--- config.mk ---
export PLATFORM = sky130hd
export DESIGN_NAME = alarm_code_fsm
export DESIGN_NICKNAME = d
export VERILOG_FILES = /design/src/rtl/alarm_code_fsm.sv
export SDC_FILE = /design/constraint.sdc
export NUM_CORES = 1
export LEC_CHECK = 0
export BUFFER_PORTS_ARGS = -buffer_cell sky130_fd_sc_hd__buf_2
export CAP_MARGIN = 30
export CORE_AREA = 2 2 49 74
export CTS_CLUSTER_DIAMETER = 150
export DETAILED_ROUTE_END_ITERATION = 6
export DIE_AREA = 0 0 51 76
export GPL_ROUTABILITY_DRIVEN = 0
export GPL_TIMING_DRIVEN = 0
export PLACE_DENSITY_LB_ADDON = 0.1
export SYNTH_ARGS = -nofsm -noshare
export SYNTH_HDL_FRONTEND = slang
export SYNTH_SLANG_ARGS = --single-unit
--- constraint.sdc ---
create_clock -name clk -period 6.58 [get_ports clk]
set_input_delay 1.316 -clock clk [delete_from_list [all_inputs] [get_ports clk]]
set_output_delay 1.316 -clock clk [all_outputs]
set_load 0.01 [all_outputs]
--- src/rtl/alarm_code_fsm.sv ---
// Code-lock / alarm sequence detector: matches a 3-bit symbol stream against a short or long code picked by sel.
// Optional build macro ALARM_STICKY_EN makes y latch on the first full match until rst_n is asserted.
module alarm_code_fsm #(
    parameter int                            SYM_W      = 3,
    parameter int                            SHORT_LEN  = 3,
    parameter logic [SHORT_LEN*SYM_W-1:0]    SHORT_CODE = {3'd1, 3'd7, 3'd0},
    parameter int                            LONG_LEN   = 5,
    parameter logic [LONG_LEN*SYM_W-1:0]     LONG_CODE  = {3'd3, 3'd5, 3'd1, 3'd7, 3'd0}
) (
    input  logic             clk,
    input  logic             rst_n,
    input  logic [SYM_W-1:0] x,
    input  logic             sel,
    output logic             y
);

    // Progress states count matched symbols; the encoding supports codes of up to eight symbols.
    typedef enum logic [2:0] {
        S0 = 3'd0,
        S1 = 3'd1,
        S2 = 3'd2,
        S3 = 3'd3,
        S4 = 3'd4,
        S5 = 3'd5,
        S6 = 3'd6,
        S7 = 3'd7
    } state_t;

    state_t           r_state;
    logic             r_sel_q;
    logic             r_y;

    logic [2:0]       w_k;
    logic [2:0]       w_last_idx;
    logic [SYM_W-1:0] w_exp_sym;
    logic [SYM_W-1:0] w_first_sym;
    logic             w_mode_chg;
    logic             w_sym_hit;
    logic             w_full_match;
    logic             w_restart;

    // Symbol idx of the selected code, counted from the first symbol entered (stored in the MSBs).
    function automatic logic [SYM_W-1:0] code_sym(input logic use_short, input logic [2:0] idx);
        int pos;
        if (use_short) begin
            pos = SHORT_LEN - 1 - int'(idx);
            if (pos < 0) begin
                pos = 0;
            end else begin
                pos = pos;
            end
            return SHORT_CODE[pos*SYM_W +: SYM_W];
        end else begin
            pos = LONG_LEN - 1 - int'(idx);
            if (pos < 0) begin
                pos = 0;
            end else begin
                pos = pos;
            end
            return LONG_CODE[pos*SYM_W +: SYM_W];
        end
    endfunction

    // Decode the expected symbol and the match outcome for the current edge.
    always_comb begin
        w_k          = r_state;
        w_last_idx   = r_sel_q ? 3'(SHORT_LEN - 1) : 3'(LONG_LEN - 1);
        w_exp_sym    = code_sym(r_sel_q, w_k);
        w_first_sym  = code_sym(r_sel_q, 3'd0);
        w_mode_chg   = (sel != r_sel_q);
        w_sym_hit    = (x == w_exp_sym);
        w_full_match = 1'b0;
        w_restart    = 1'b0;
        if (!w_mode_chg) begin
            w_full_match = w_sym_hit && (w_k == w_last_idx);
            w_restart    = !w_sym_hit && (x == w_first_sym);
        end else begin
            w_full_match = 1'b0;
            w_restart    = 1'b0;
        end
    end

    // Progress FSM, registered select and registered alarm output.
    always_ff @(posedge clk or negedge rst_n) begin
        if (!rst_n) begin
            r_state <= S0;
            r_sel_q <= 1'b0;
            r_y     <= 1'b0;
        end else begin
            r_sel_q <= sel;
            // A select change discards any partial sequence and ignores this cycle's symbol.
            if (w_mode_chg) begin
                r_state <= S0;
            end else if (w_full_match) begin
                r_state <= S0;
            end else if (w_sym_hit) begin
                r_state <= state_t'(w_k + 3'd1);
            end else if (w_restart) begin
                r_state <= S1;
            end else begin
                r_state <= S0;
            end
`ifdef ALARM_STICKY_EN
            if (w_full_match) begin
                r_y <= 1'b1;
            end else begin
                r_y <= r_y;
            end
`else
            r_y <= w_full_match;
`endif
        end
    end

    assign y = r_y;

endmodule

## Yosys cells after proc, flatten, opt, wreduce, memory -nomap -nowiden

Index checks and enable logic that the tools add are counted.
Widths: inputs -> output; s select.

- Flip-flop bits (word level): 5
- Input port bits: 6
- Output and inout bits: 1

- $add $sub $neg: 3
- Multiply operators: 4
- $lt $le $gt $ge: 2
- Eq/ne operators: 4
- Shift-type cells: 4
- Muxes and demuxes: 15
- Reductions and logical operators: 3

Operators by type and width:

| operator | number |
|---|---|
| $mux 32 | 6 |
| $mul 32x3->32 const B | 4 |
| $shiftx 15x32->3 const A | 2 |
| $shiftx 9x32->3 const A | 2 |
| $mux 3 | 6 |
| $eq 3x3->1 | 3 |
| $lt 4x1->1 const B | 2 |
| $sub 2x3->4 const A | 1 |
| $sub 3x3->4 const A | 1 |
| $add 3x1->3 const B | 1 |
| $mux 1 | 3 |
| $logic_and 1x1->1 | 2 |
| $logic_not 1->1 | 1 |
| $ne 1x1->1 | 1 |

## Longest topological paths before layout

- Word-level depth: 15
- Mapped depth: 13

## Worst setup path before layout

OpenSTA, ideal clock, no wires.

- Path type: reg-to-reg
- Start: reg r_state[0]
- End: reg r_state[0]
- Arrival time: 3.053 ns
- Path slack: 3.407 ns
- Stages on the path, launching flop included: 14
- Path buffers: 0
- Period minus slack after synthesis: 3.173 ns
- Cells stage by stage: dfrtp_1 inv_1 ha_1 nand2_1 inv_1 ha_1 ha_1 ha_1 nor4_1 a22oi_1 o21ai_0 xor2_1 o31a_2 a31o_2

- Cells in the longest elaborated chain, start to end: 15

Ends and longest elaborated chain:

| what | line | RTL |
|---|---|---|
| from (decl) | 29 | `state_t r_state;` |
| from (signal assigned) | 97 | `r_state <= state_t'(w_k + 3'd1);` |
| $sub 3x3->4 / $sub 2x3->4 (equally long branches) | 54, 46 |  |
| $lt 4x1->1, on equally long branches | 55, 47 |  |
| $mux 32, on equally long branches | 55, 47 |  |
| $mux 32 | 45 | `if (use_short) begin` |
| $mul 32x3->32, on equally long branches | 60, 52 |  |
| $shiftx 15x32->3 / $shiftx 9x32->3 (equally long branches) | 60, 52 |  |
| $mux 3 | 45 |  |
| $eq 3x3->1 | 71 | `w_sym_hit = (x == w_exp_sym);` |
| $logic_not 1->1 | 76 | `w_restart = !w_sym_hit && (x == w_first_sym);` |
| $logic_and 1x1->1 | 76 |  |
| $mux 1 | 74 | `if (!w_mode_chg) begin` |
| $mux 1 | 98 | `end else if (w_restart) begin` |
| $mux 3 | 96 | `end else if (w_sym_hit) begin` |
| $mux 3 (*) | 94 | `end else if (w_full_match) begin` |
| $mux 3 (*) | 92 | `if (w_mode_chg) begin` |

Mark *: on every way between the ends. The rest lies on a longest branch, timed or not. The select of a mux whose other input is x is not followed.

## Worst setup path in the final report

Same ends and word-level chain as after synthesis.

==> results_dict.tcl <==
set metrics [dict create \
    cts.htree.levels 1 \
    p_per_area_nw_per_um2 353 \
    areaGrowthSynthToFinish_pct 16.2 \
    r2r_end "r_state[0]" \
    combinationalPowerShare 0.702 \
    synth_cells 90 \
    grt_pass1_wl_mm 2.71 \
    core_um2 3290 \
    hpwl_mm 1.36 \
    grt-ovfl-total 0 \
    r2r_cells 13 \
    hold_end "r_state[0]" \
    holdCritStartpoint "r_state[0]" \
    path_cells "inv_1 > ha_1 > nand2_1 > inv_1 > ha_1 > ha_1 > ha_1 > nor4_1 > a22oi_1 > o21ai_0 > xor2_1 > o31a_2 > a31o_2" \
    drt_pass1_iterations 4 \
    leakage_nw 0.460 \
    clockBufferDepth 2 \
    cts_hold_buf 0 \
    p_clk_frac 0.177 \
    crit_top_cell "ha_1" \
    hold_path_class "reg -> reg" \
    path_max_fanout 8 \
    cp.required_ns 6.69 \
    slowest_delay_ns 0.47 \
    clock_skew_ns 0.00112 \
    vias_per_cell 4.49 \
    place_ws_ns 2.85 \
    arrival_ns 3.82 \
    grt_antenna_before_repair 0 \
    synth_seq_area_share 0.159 \
    fin_area_um2 913 \
    fmax_ghz 0.269 \
    layout-drive-gt1-share 0.180 \
    grt_usage 0.0927 \
    swShare 0.463 \
    synth.net_count 114 \
    start_kind "flip-flop" \
    initial_core_util 0.239 \
    clk_pin_slew_worst_paths_ns 0.04 \
    post-place-cells 138 \
    num_io_pins 7 \
    ctsResizeCount 0 \
    clock-sinks 5 \
    numCtsBuffers 3 \
    post-route-period-util 0.564 \
    peakVddDrop_mv 0.124 \
    die_w_um 51 \
    final_cell_mix "18 x ha_1, 7 x buf_2, 7 x nand2_1, 7 x inv_1, 6 x xor2_1" \
    cp-end-kind "flip-flop" \
    synth-main-ff-cell "dfrtp_1" \
    cts_setup_buffers 0 \
    die_h_um 76 \
    grt_pass1_vias 631 \
    fin_nets 125 \
    slew_viol_final 0 \
    cts_tree "built" \
    status "finished clean" \
    synthArstFlopShare 1.00 \
    final_antenna_net_count 0 \
    io_buffers 6 \
    drcViolationCount 0 \
    p_int_uw 173 \
    r2r_slack_ns 2.87 \
    reg2reg_from "r_state[0]" \
    hold_viol 0 \
    totalWireLength_mm 1.61 \
    n_antenna_cell 0 \
    die-area_um2 3880 \
    yosysWarnings 0 \
    fin_cells 142 \
    relSlewSlack 0.702 \
    crit_type "reg -> reg" \
    num_vias 638 \
    clock_latency_ns 0.22 \
    cp_slowest_cell "dfrtp_1" \
    synth-edff-count 0 \
    layout_commonest_cell "ha_1" \
    layout_min_cycle_time_ns 3.71 \
    ys_seq_elements 5 \
    synth_area_um2 786 \
    min_path_cells 2 \
    yosysUniqueCellTypes 35 \
    worst_pin_slew_ns 0.443 \
    max_cap_viol_count 0 \
    wire_per_inst_um 11.3 \
    rows 26 \
    final.setup.tns_ns 0 \
    setup_slack_ns 2.87 \
    place_area_um2 868 \
    setup_viol 0 \
    clock_tree.root_cell "clkbuf_8" \
    p_sw_uw 149 \
    avgSynthCellArea_um2 8.73 \
    rsz0062_at_grt "no" \
    power_frac_seq 0.121 \
    grt_max_degree 11 \
    drt_iter0_markers 18 \
]
==> routing by layer <==
layer  share of wire  wire length (µm)  GRT usage  vias up
li1                -                 -          -      337
met1            0.41               662     0.0917      291
met2            0.55               889      0.173        6
met3           0.013                21     0.0118        4
met4           0.024                38     0.0568        0
met5               0                 0          0        -
==> power by group through the flow <==
stage	sequential (mW)	clock (mW)	combinational, mW
6_report	0.0390	0.0569	0.226
5_1_grt	0.0396	0.0597	0.257
4_1_cts	0.0389	0.0580	0.231
3_5_place_dp	0.0393	0	0.230
3_3_place_gp	0.0395	0	0.225
2_1_floorplan	0.0378	0	0.184
==> stage by stage <==
step                      power, mW  hold WS, ns   util
after detailed placement      0.269        0.798  0.264
after floorplan               0.222        0.698      -
after global placement        0.265        0.810  0.264
final                         0.322        0.803  0.278
after global routing          0.357        0.862  0.278
after CTS                     0.328        0.807  0.278
==> worst max-delay path by stage <==
stage / slack, ns / end / start / cells past startpoint
3_5_place_dp: 2.85 / r_state[0] / r_state[0] / 13
6_report: 2.87 / r_state[0] / r_state[0] / 13
3_3_place_gp: 2.83 / r_state[0] / r_state[0] / 13
2_1_floorplan: 3.41 / r_state[0] / r_state[0] / 13
5_1_grt: 2.61 / r_state[0] / r_state[0] / 13
4_1_cts: 2.84 / r_state[0] / r_state[0] / 13
==> kinds of logic (layout without fill, tap and decap cells) <==
logic type	count (synthesis)	after routing	synth area share
compound gates	17	17	0.156
xor+xnor	7	7	0.0780
fa+ha+maj	18	18	0.287
buf+inv	9	19	0.0462
flops	5	5	0.159
mux	2	2	0.0271
simple gates	32	32	0.247
==> worst max-delay path: cells and delay by family (launching register included) <==
family	cells	cell delay [ns]
AOI/OAI and AO/OA	4	0.89
xor gates and xnor gates	1	0.15
adders and majority gates	4	1.22
buffers and inverters	2	0.23
DFF	1	0.47
and+or+nand+nor	2	0.64
==> synth_stat cells, types with 2 or more instances <==
library cell	instances	area, µm²
ha_1	18	225
inv_1	7	26.3
nand2_1	7	26.3
xor2_1	6	52.6
dfrtp_1	5	125
a21oi_1	4	20.0
nor2_1	4	15.0
o21ai_0	4	20.0
and3_1	3	18.8
nand2b_1	3	18.8
nor3_1	3	15.0
nor3b_1	2	15.0
o211ai_1	2	15.0
==> final cells by class <==
cell class / count / area, µm²
Tap cell: 42 / 52.6
Timing Repair Buffer: 6 / 30.0
Fill cell: 349 / 2370
Clock buffer: 4 / 45.0
Buffer: 2 / 10.0
Sequential cell: 5 / 125
Inverter: 7 / 26.3
Multi-Input combinational cell: 76 / 624
==> registers in the layout, indices dropped and copies added (netlist names) <==
signal   cells
r_state      3
r_sel_q      1
y            1
Power figures use the tool's default switching activity.
